==> config.mk <==
export PLATFORM = sky130hd
export DESIGN_NAME = sat_counter
export DESIGN_NICKNAME = d
export VERILOG_FILES = /design/src/rtl/count_seq_checker_sat.sv
export SDC_FILE = /design/constraint.sdc
export NUM_CORES = 1
export LEC_CHECK = 0
export CORE_AREA = 5 5 42 44
export CTS_BUF_LIST = sky130_fd_sc_hd__clkbuf_4
export DETAILED_ROUTE_END_ITERATION = 16
export DIE_AREA = 0 0 47 49
export PLACE_DENSITY_LB_ADDON = 0.3
export SYNTH_ARGS = -nofsm -noshare
export SYNTH_HDL_FRONTEND = slang
export SYNTH_SLANG_ARGS = --single-unit
==> constraint.sdc <==
create_clock -name clk -period 1.4 [get_ports clk]
set_clock_uncertainty 0.1 [all_clocks]
set_input_delay 0.14 -clock clk [delete_from_list [all_inputs] [get_ports clk]]
set_output_delay 0.14 -clock clk [all_outputs]
set_load 0.01 [all_outputs]
==> src/rtl/count_seq_checker_sat.sv <==
// sat_counter: saturating statistics counter; clear beats a same-cycle increment.
module sat_counter #(
   parameter int W = 8
) (
   input  logic         clk,
   input  logic         reset,
   input  logic         clear,
   input  logic         inc,
   output logic [W-1:0] value
);
   logic [W-1:0] value_q, value_d;
   always_comb value_d = clear ? '0 : (inc && value_q != '1) ? value_q + 1'b1 : value_q;
   always_ff @(posedge clk) begin
      if (!reset) value_q <= '0;
      else value_q <= value_d;
   end
   assign value = value_q;
endmodule

==> results.md, run 1 <==
- Status: finished clean
- Compound-Gate Fraction of Synth Area: 0.190
- Ys Warns: 0
- Iter 0 DRT Violations: 7
- Area Overhead vs Synth: 46.0%
- Die Area: 2300 um2
- Least-Margin Pin Slew: ~0.26 ns
- Asr flop ratio synth: 0
- Vias in the first global route: 367
- Worst R2R Setup Slack: 0.06 ns
- Final slew viol count: 0
- Maximum buffer depth of the clock tree: 2
- Crit path kind: flip-flop to flip-flop
- Net Count, Synth: 51
- Clock transition at path regs: 0.05 ns
- Worst setup EP type: flip-flop
- Hold buffer count at cts: 0
- Peak supply drop: about 0.56 mV
- Worst Path Required: between 1 and 1.5 ns
- Post-synth EDFFs: 0
- Die X-Extent: 47 um
- Count of state elements after synthesis: 8
- # setup viols final: 0
- Fin nets: 72
- Adder-Cell Fraction of Synth Area: 0.0297
- I/O pin cnt: 12
- Vias per cell: roughly 5
- Hold path start: value[3]
- Clock Sinks: 8
- Clk_lat worst skew: approximately 0.24 ns
- Min Hold Slack: between 0.3 and 0.4 ns
- Synth unique cells: 19
- Initial cell density of the core: 0.301
- Post-synth top flop: dfxtp_1
- Row Count: 14
- Largest cells by area after synthesis: dfxtp_1, and4_1, mux2i_1
- First-pass GRT wire length: 1.56 mm
- Layout cells sized above 1: 0.246
- Largest net degree at the start of global routing: 9
- Largest family of logic cells by synthesized area: simple AND/OR/NAND/NOR gates
- Initial antenna violation count: 0
- Post-CTS Setup Bufs: 0
- Cells after Synth: 46
- Final critical-path share of the clock period: 0.956
- Setup tns final: 0 ns
- Total Power: 439 uW
- Hold Crit Class: flip-flop to flip-flop
- FF-to-FF path depth: 4
- Die Span Y: about 49 um
- Post-synthesis xor/xnor area fraction: 0
- DRC errors left: 0
- PortBufs: 11
- Total track usage: 0.0938
- Root buf cell: clkbuf_4
- Via count: 403
- Gpl congestion: about 0.71
- RSZ-0062 raised after global routing: no
- Seq/Total Area, Yosys: 0.380
- Hold endpoint: value[3]
- Syn_area_per_cell: slightly above 9 um2
- Final hold violation count: 0
- Post-synthesis mux area share: 0.0712
- Worst slew margin: 0.828
- R2r startpoint: value[0]
- Clock buffers created by TritonCTS: 3
- Post-DP HPWL: approximately 710 um
- DRT Pass-1 Iters: 3
- Static leakage: 0.274 nW
- Post-Synth Simple-Gate Area: 0.329
- Cell Area, Synth: approximately 420 um2
- Most frequent cells in the layout: dlygate4sd2_1, a21oi_1, nand2_1, buf_4, dfxtp_1
- Most common cell after layout, fill and taps aside: dlygate4sd2_1
- Antenna-violating nets left: 0
- Post-synth top area share: 0.380
- Critical R2R Capture: value[5]
- GR Overflow Total: 0
- Pwr dens: ~700 nW/um2
- Max-cap viol count: 0
- # diodes: 0
- Crit Path Max Fanout: 4
- Max Fclk: 747 MHz
- Crit path time final: ~1.3 ns
- Core Area: around 1400 um2
- Startpoint types: flip-flop
- TritonCTS clock tree: yes
- Routed wire per std cell: between 10 and 15 um
- Max reg flops: 8
- Cell taking the most area after synthesis: dfxtp_1
- H-tree Lvls: 1
- Hold path cells: 1
- Worst endpoint data arrival time: ~1.4 ns
- Overall routed net length: about 910 um
[worst max path at each step]
stage,startpoint,slack [ns],cells after the start,endpoint
2_1_floorplan,value[0],0.02,4,value[5]
3_3_place_gp,inc,-0.04,4,value[5]
3_5_place_dp,inc,-0.05,4,value[5]
4_1_cts,value[0],0.01,4,value[5]
5_1_grt,value[0],0.0004,4,value[5]
6_report,value[0],0.06,4,value[5]
[cell families (layout without fill, tap and decap cells)]
logic type / Yosys count / count (layout)
compound gates: 12 / 12
fa+ha+maj: 1 / 1
buf+inv: 0 / 19
flops: 8 / 8
mux: 3 / 3
simple gates: 22 / 22
[cell usage after synthesis, drive strengths merged, types with 2 or more instances]
cell	number
nor3	2
a21oi	5
a31oi	2
nor2b	4
and4	5
mux2i	3
nand2b	3
o21ai	2
nand2	5
dfxtp	8
[layout make-up]
class | count | area [um2]
Clock buffer | 3 | 22.5
Fill cell | 151 | 786
Multi-Input combinational cell | 38 | 272
Sequential cell | 8 | 164
Tap cell | 16 | 20.0
Timing Repair Buffer | 16 | 138
[metal layers]
layer / GRT usage / up-vias / wire, um
met2: 0.129 / 8 / 449
li1: - / 218 / -
met4: 0.0276 / 0 / 0
met5: 0 / - / 0
met1: 0.117 / 177 / 408
met3: 0.0627 / 0 / 55
[critical path, cell delays in order (launching register included)]
cell	delay (ns)
dfxtp_1	0.31
ha_2	0.20
and4_4	0.22
a211oi_2	0.24
mux2i_1	0.20
[what timing repair did]
| item | in CTS | in global routing |
|---|---|---|
| setup endpoints to repair | 8 | 5 |
| hold endpoints to repair | 0 | 0 |
| resized for setup | 11 | 2 |
[through the flow]
step / instance area (um2) / instances / utilization / worst slack (ns)
4_1_cts: 606 / 81 / 0.432 / 0.0145
2_1_floorplan: 422 / 46 / - / 0.0191
3_3_place_gp: 589 / 78 / 0.421 / -0.0426
3_5_place_dp: 589 / 78 / 0.421 / -0.0502
5_1_grt: 616 / 81 / 0.439 / 0.000360
6_report: 616 / 81 / 0.439 / 0.0610
[where the power goes]
group	switching (mW)	leakage [nW]	internal, mW
registers	0.00109	0.0661	0.230
logic	0.0155	0.194	0.0230
clock network	0.0719	0.0138	0.0977
(Power assumes the default switching activity.)
==> run 2: changes to the inputs <==
Settings changed: SKIP_CTS_REPAIR_TIMING set to 1.
==> results.md, run 2 (same netlist as run 1, synthesis figures left out) <==
- Worst Path Required: 1.47 ns (about the same)
- Least-Margin Pin Slew: 0.256 ns (-0.00132 ns)
- Largest net degree at the start of global routing: 9 (unchanged)
- Max reg flops: 8 (unchanged)
- PortBufs: 11 (unchanged)
- Layout cells sized above 1: 0.262 (+0.0154)
- Via count: 405 (+0.50%)
- Clock buffers created by TritonCTS: 3 (unchanged)
- Final slew viol count: 0 (unchanged)
- GR Overflow Total: 0 (unchanged)
- Min Hold Slack: 0.387 ns (-0.000395 ns)
- Static leakage: 0.384 nW (+40%)
- # setup viols final: 0 (unchanged)
- Fin nets: 72 (unchanged)
- Max-cap viol count: 0 (unchanged)
- CP top delay family: flip-flops
- Vias in the first global route: 354 (-3.5%)
- Critical-path cell list: ha_2 -> and4_4 -> a211oi_2 -> mux2i_1
- Worst path slowest cell: dfxtp_1
- Crit Path Max Fanout: 4 (unchanged)
- Die X-Extent: 47 um (unchanged)
- Pwr dens: 680 nW/um2 (-4.6%)
- Routed wire per std cell: 11.3 um (+0.33%)
- RSZ-0062 raised after global routing: no
- Total track usage: 0.0910 (-0.00282)
- First-pass GRT wire length: 1.51 mm (-3.1%)
- Placed cells: 78 (unchanged)
- # diodes: 0 (unchanged)
- Final hold violation count: 0 (unchanged)
- Root buf cell: clkbuf_4
- Vias per cell: 5.00 (+0.50%)
- Row Count: 14 (unchanged)
- Clock Sinks: 8 (unchanged)
- Critical path buffers and inverters: 0 (unchanged)
- Final critical-path share of the clock period: 0.957 (about the same)
- Worst setup EP type: flip-flop
- Fillers: 145 (-4.0%)
- Startpoint types: flip-flop
- Antenna-violating nets left: 0 (unchanged)
- Maximum buffer depth of the clock tree: 2 (unchanged)
- I/O pin cnt: 12 (unchanged)
- Die Span Y: 49 um (unchanged)
- Gpl congestion: 0.712 (unchanged)
- Crit path depth: 4 (unchanged)
- Hold Crit Class: flip-flop to flip-flop
- Die Area: 2300 um2 (unchanged)
- FF-to-FF path depth: 4 (unchanged)
- Fin cells: 81 (unchanged)
- DRT Pass-1 Iters: 3 (unchanged)
- Initial cell density of the core: 0.301 (unchanged)
- Most common cell after layout, fill and taps aside: dlymetal6s2s_1
- Max Fclk: 747 MHz (about the same)
- Hold path cells: 1 (unchanged)
- Clock transition at path regs: 0.05 ns (about the same)
- Status: finished clean
- Crit path kind: flip-flop to flip-flop
- Core Area: 1400 um2 (unchanged)
- DRC errors left: 0 (unchanged)
- Worst endpoint data arrival time: 1.41 ns (about the same)
- Iter 0 DRT Violations: 7 (unchanged)
- Crit path time final: 1.34 ns (+0.000209 ns)
- Total Power: 440 uW (+0.22%)
- Post-DP HPWL: 707 um (unchanged)
- Clk_lat worst skew: 0.24 ns (about the same)
- Area Overhead vs Synth: 53.4%
- Most frequent cells in the layout: dlymetal6s2s_1, a21oi_1, nand2_1, buf_4
- Initial antenna violation count: 0 (unchanged)
- Peak supply drop: 0.558 mV (+0.27%)
- Overall routed net length: 915 um (+0.33%)
- H-tree Lvls: 1 (unchanged)
- Slowest stage delay, CP: 0.31 ns (about the same)
- Worst slew margin: 0.829 (+0.000877)
- TritonCTS clock tree: yes
[run 2: metal layers]
layer  track usage  routed length (um)  vias up  share of wire
met4        0.0276                   0        0              0
met2         0.120                 450        8           0.49
met1         0.117                 406      178           0.44
met5             0                   0        -              0
met3        0.0627                  58        0          0.063
li1              -                   -      219              -
[run 2: stage by stage]
stage / setup WS (ns) / cell area [um2] / setup TNS (ns) / utilization
floorplan: 0.0191 / 422 / 0 / -
global placement: -0.0426 / 589 / -0.0426 / 0.421
detailed placement: -0.0502 / 589 / -0.0671 / 0.421
CTS: -0.113 / 612 / -0.556 / 0.437
global route: 0.000360 / 647 / 0 / 0.462
finish: 0.0608 / 647 / 0 / 0.462
[run 2: final timing paths]
kind / start / end / slack, ns
min reg2reg: value[3] / value[3] / 0.39
max: value[0] / value[5] / 0.06
min: value[3] / value[3] / 0.39
max reg2reg: value[0] / value[5] / 0.06
[run 2: power breakdown]
| part | leakage, nW | internal (mW) | total, mW | switching (mW) |
|---|---|---|---|---|
| clock network | 0.0138 | 0.0977 | 0.170 | 0.0721 |
| registers | 0.0667 | 0.230 | 0.231 | 0.00109 |
| logic | 0.304 | 0.0239 | 0.0393 | 0.0154 |
[run 2: cell type report]
type                       count  area [um2]  share of cell area
clock buffer                   3        22.5              0.0348
multi-input combinational     38         272               0.420
sequential                     8         165               0.255
tap                           16        20.0              0.0309
timing repair buffer          16         168               0.259
[run 2: worst reg2reg max path, delay by kind of cell (launching register included)]
family | cells | cell delay, ns
mux | 1 | 0.20
flops | 1 | 0.31
simple gates | 1 | 0.22
compound gates | 1 | 0.24
fa+ha+maj | 1 | 0.20
==> run 3: changes to the inputs <==
Settings changed: TNS_END_PERCENT set to 20.
==> results.md, run 3 (same netlist as run 1, synthesis figures left out) <==
- Clock Sinks: 8 (unchanged)
- Peak supply drop: 0.558 mV (unchanged)
- Vias in the first global route: 354 (unchanged)
- Largest net degree at the start of global routing: 9 (unchanged)
- Clock buffers created by TritonCTS: 3 (unchanged)
- # diodes: 0 (unchanged)
- Final slew viol count: 0 (unchanged)
- Final core utilization: 0.460 (-0.00179)
- Hold Crit Class: flip-flop to flip-flop
- Max reg flops: 8 (unchanged)
- CP top delay family: buffers and inverters
- Placed Area: 589 um2 (unchanged)
- Row Count: 14 (unchanged)
- Final Worst Setup Slack: -0.00734 ns (-0.0682 ns)
- Max-cap viol count: 0 (unchanged)
- Crit path kind: flip-flop to output port
- Critical-path cell list: clkdlybuf4s50_1
- Die Span Y: 49 um (unchanged)
- Maximum buffer depth of the clock tree: 2 (unchanged)
- Sequential cell area: 165 um2 (unchanged)
- Total track usage: 0.0910 (unchanged)
- Worst path slowest cell: clkdlybuf4s50_1
- Post-Layout Inst Area: 644 um2 (-0.39%)
- Root buf cell: clkbuf_4
- RSZ-0062 raised after global routing: yes
- Iter 0 DRT Violations: 7 (unchanged)
- TritonCTS clock tree: yes
- Layout cells sized above 1: 0.262 (unchanged)
- Total Power: 440 uW (about the same)
- Initial antenna violation count: 0 (unchanged)
- Worst setup EP type: output port
- Least-Margin Pin Slew: 0.256 ns (unchanged)
- Gpl congestion: 0.712 (unchanged)
- Violated checks: setup timing
- Overall routed net length: 914 um (-0.11%)
- Final critical-path share of the clock period: 1.01 (+0.0487)
- H-tree Lvls: 1 (unchanged)
- Die X-Extent: 47 um (unchanged)
- GR Overflow Total: 0 (unchanged)
- Worst Path Required: 1.16 ns (-0.31 ns)
- Pwr dens: 683 nW/um2 (+0.39%)
- DRC errors left: 0 (unchanged)
- Antenna-violating nets left: 0 (unchanged)
- Crit path time final: 1.41 ns (+0.0682 ns)
- Static leakage: 0.365 nW (-4.9%)
- Slowest stage delay, CP: 0.55 ns (+0.24 ns)
- Worst endpoint data arrival time: 1.17 ns (-0.24 ns)
- Clk_lat worst skew: 0.24 ns (about the same)
- Area Overhead vs Synth: 52.8%
- # setup viols final: 1 (+1)
- First-pass GRT wire length: 1.51 mm (unchanged)
- Initial cell density of the core: 0.301 (unchanged)
- DRT Pass-1 Iters: 3 (unchanged)
- Status: finished, violations left
- Worst slew margin: 0.829 (unchanged)
- Startpoint types: flip-flop
- Max Fclk: 711 MHz (-4.8%)
- Post-DP HPWL: 707 um (unchanged)
- Vias per cell: 5.00 (unchanged)
- Most common cell after layout, fill and taps aside: dlymetal6s2s_1
- PortBufs: 11 (unchanged)
- Final hold violation count: 0 (unchanged)
- Clock transition at path regs: 0.05 ns (about the same)
- Critical path buffers and inverters: 1 (+1)
- Multi-input logic area: 272 um2 (unchanged)
- Fillers: 145 (unchanged)
- Fin nets: 72 (unchanged)
- Routed wire per std cell: 11.3 um (-0.11%)
- Most frequent cells in the layout: dlymetal6s2s_1, a21oi_1, nand2_1, buf_4
- I/O pin cnt: 12 (unchanged)
- Die Area: 2300 um2 (unchanged)
- Crit Path Max Fanout: 7 (+3)
- Via count: 405 (unchanged)
- Core Area: 1400 um2 (unchanged)
run 3: layout make-up:
cell class / instances / area share
tap: 16 / 0.0311
sequential: 8 / 0.256
multi-input combinational: 38 / 0.421
clock buffer: 3 / 0.0350
timing repair buffer: 16 / 0.256
run 3: path summary, 6_finish.rpt:
path,from,depth (start not counted),to,slack (ns)
setup reg to reg,value[0],4,value[5],0.06
hold / removal,value[3],1,value[3],0.39
setup / recovery,value[2],1,value[2],-0.007
hold reg to reg,value[3],1,value[3],0.39
run 3: layer usage:
metal | share of wire | track usage | wire (um)
met1 | 0.45 | 0.117 | 407
met2 | 0.49 | 0.120 | 450
met3 | 0.062 | 0.0627 | 57
met4 | 0 | 0.0276 | 0
met5 | 0 | 0 | 0
run 3: report_power, final:
part	switching (mW)	internal (mW)	leakage, nW
Combinational	0.0154	0.0239	0.285
Clock	0.0721	0.0977	0.0138
Sequential	0.00109	0.230	0.0667
Total	0.0886	0.351	0.365
run 3: through the flow:
step                setup WS, ns  hold slack (ns)  cells  setup TNS, ns
finish                  -0.00734            0.387     81       -0.00734
global route             -0.0541            0.416     81        -0.0541
CTS                       -0.113            0.431     81         -0.556
detailed placement       -0.0502            0.424     78        -0.0671
global placement         -0.0426            0.423     78        -0.0426
floorplan                 0.0191            0.223     46              0
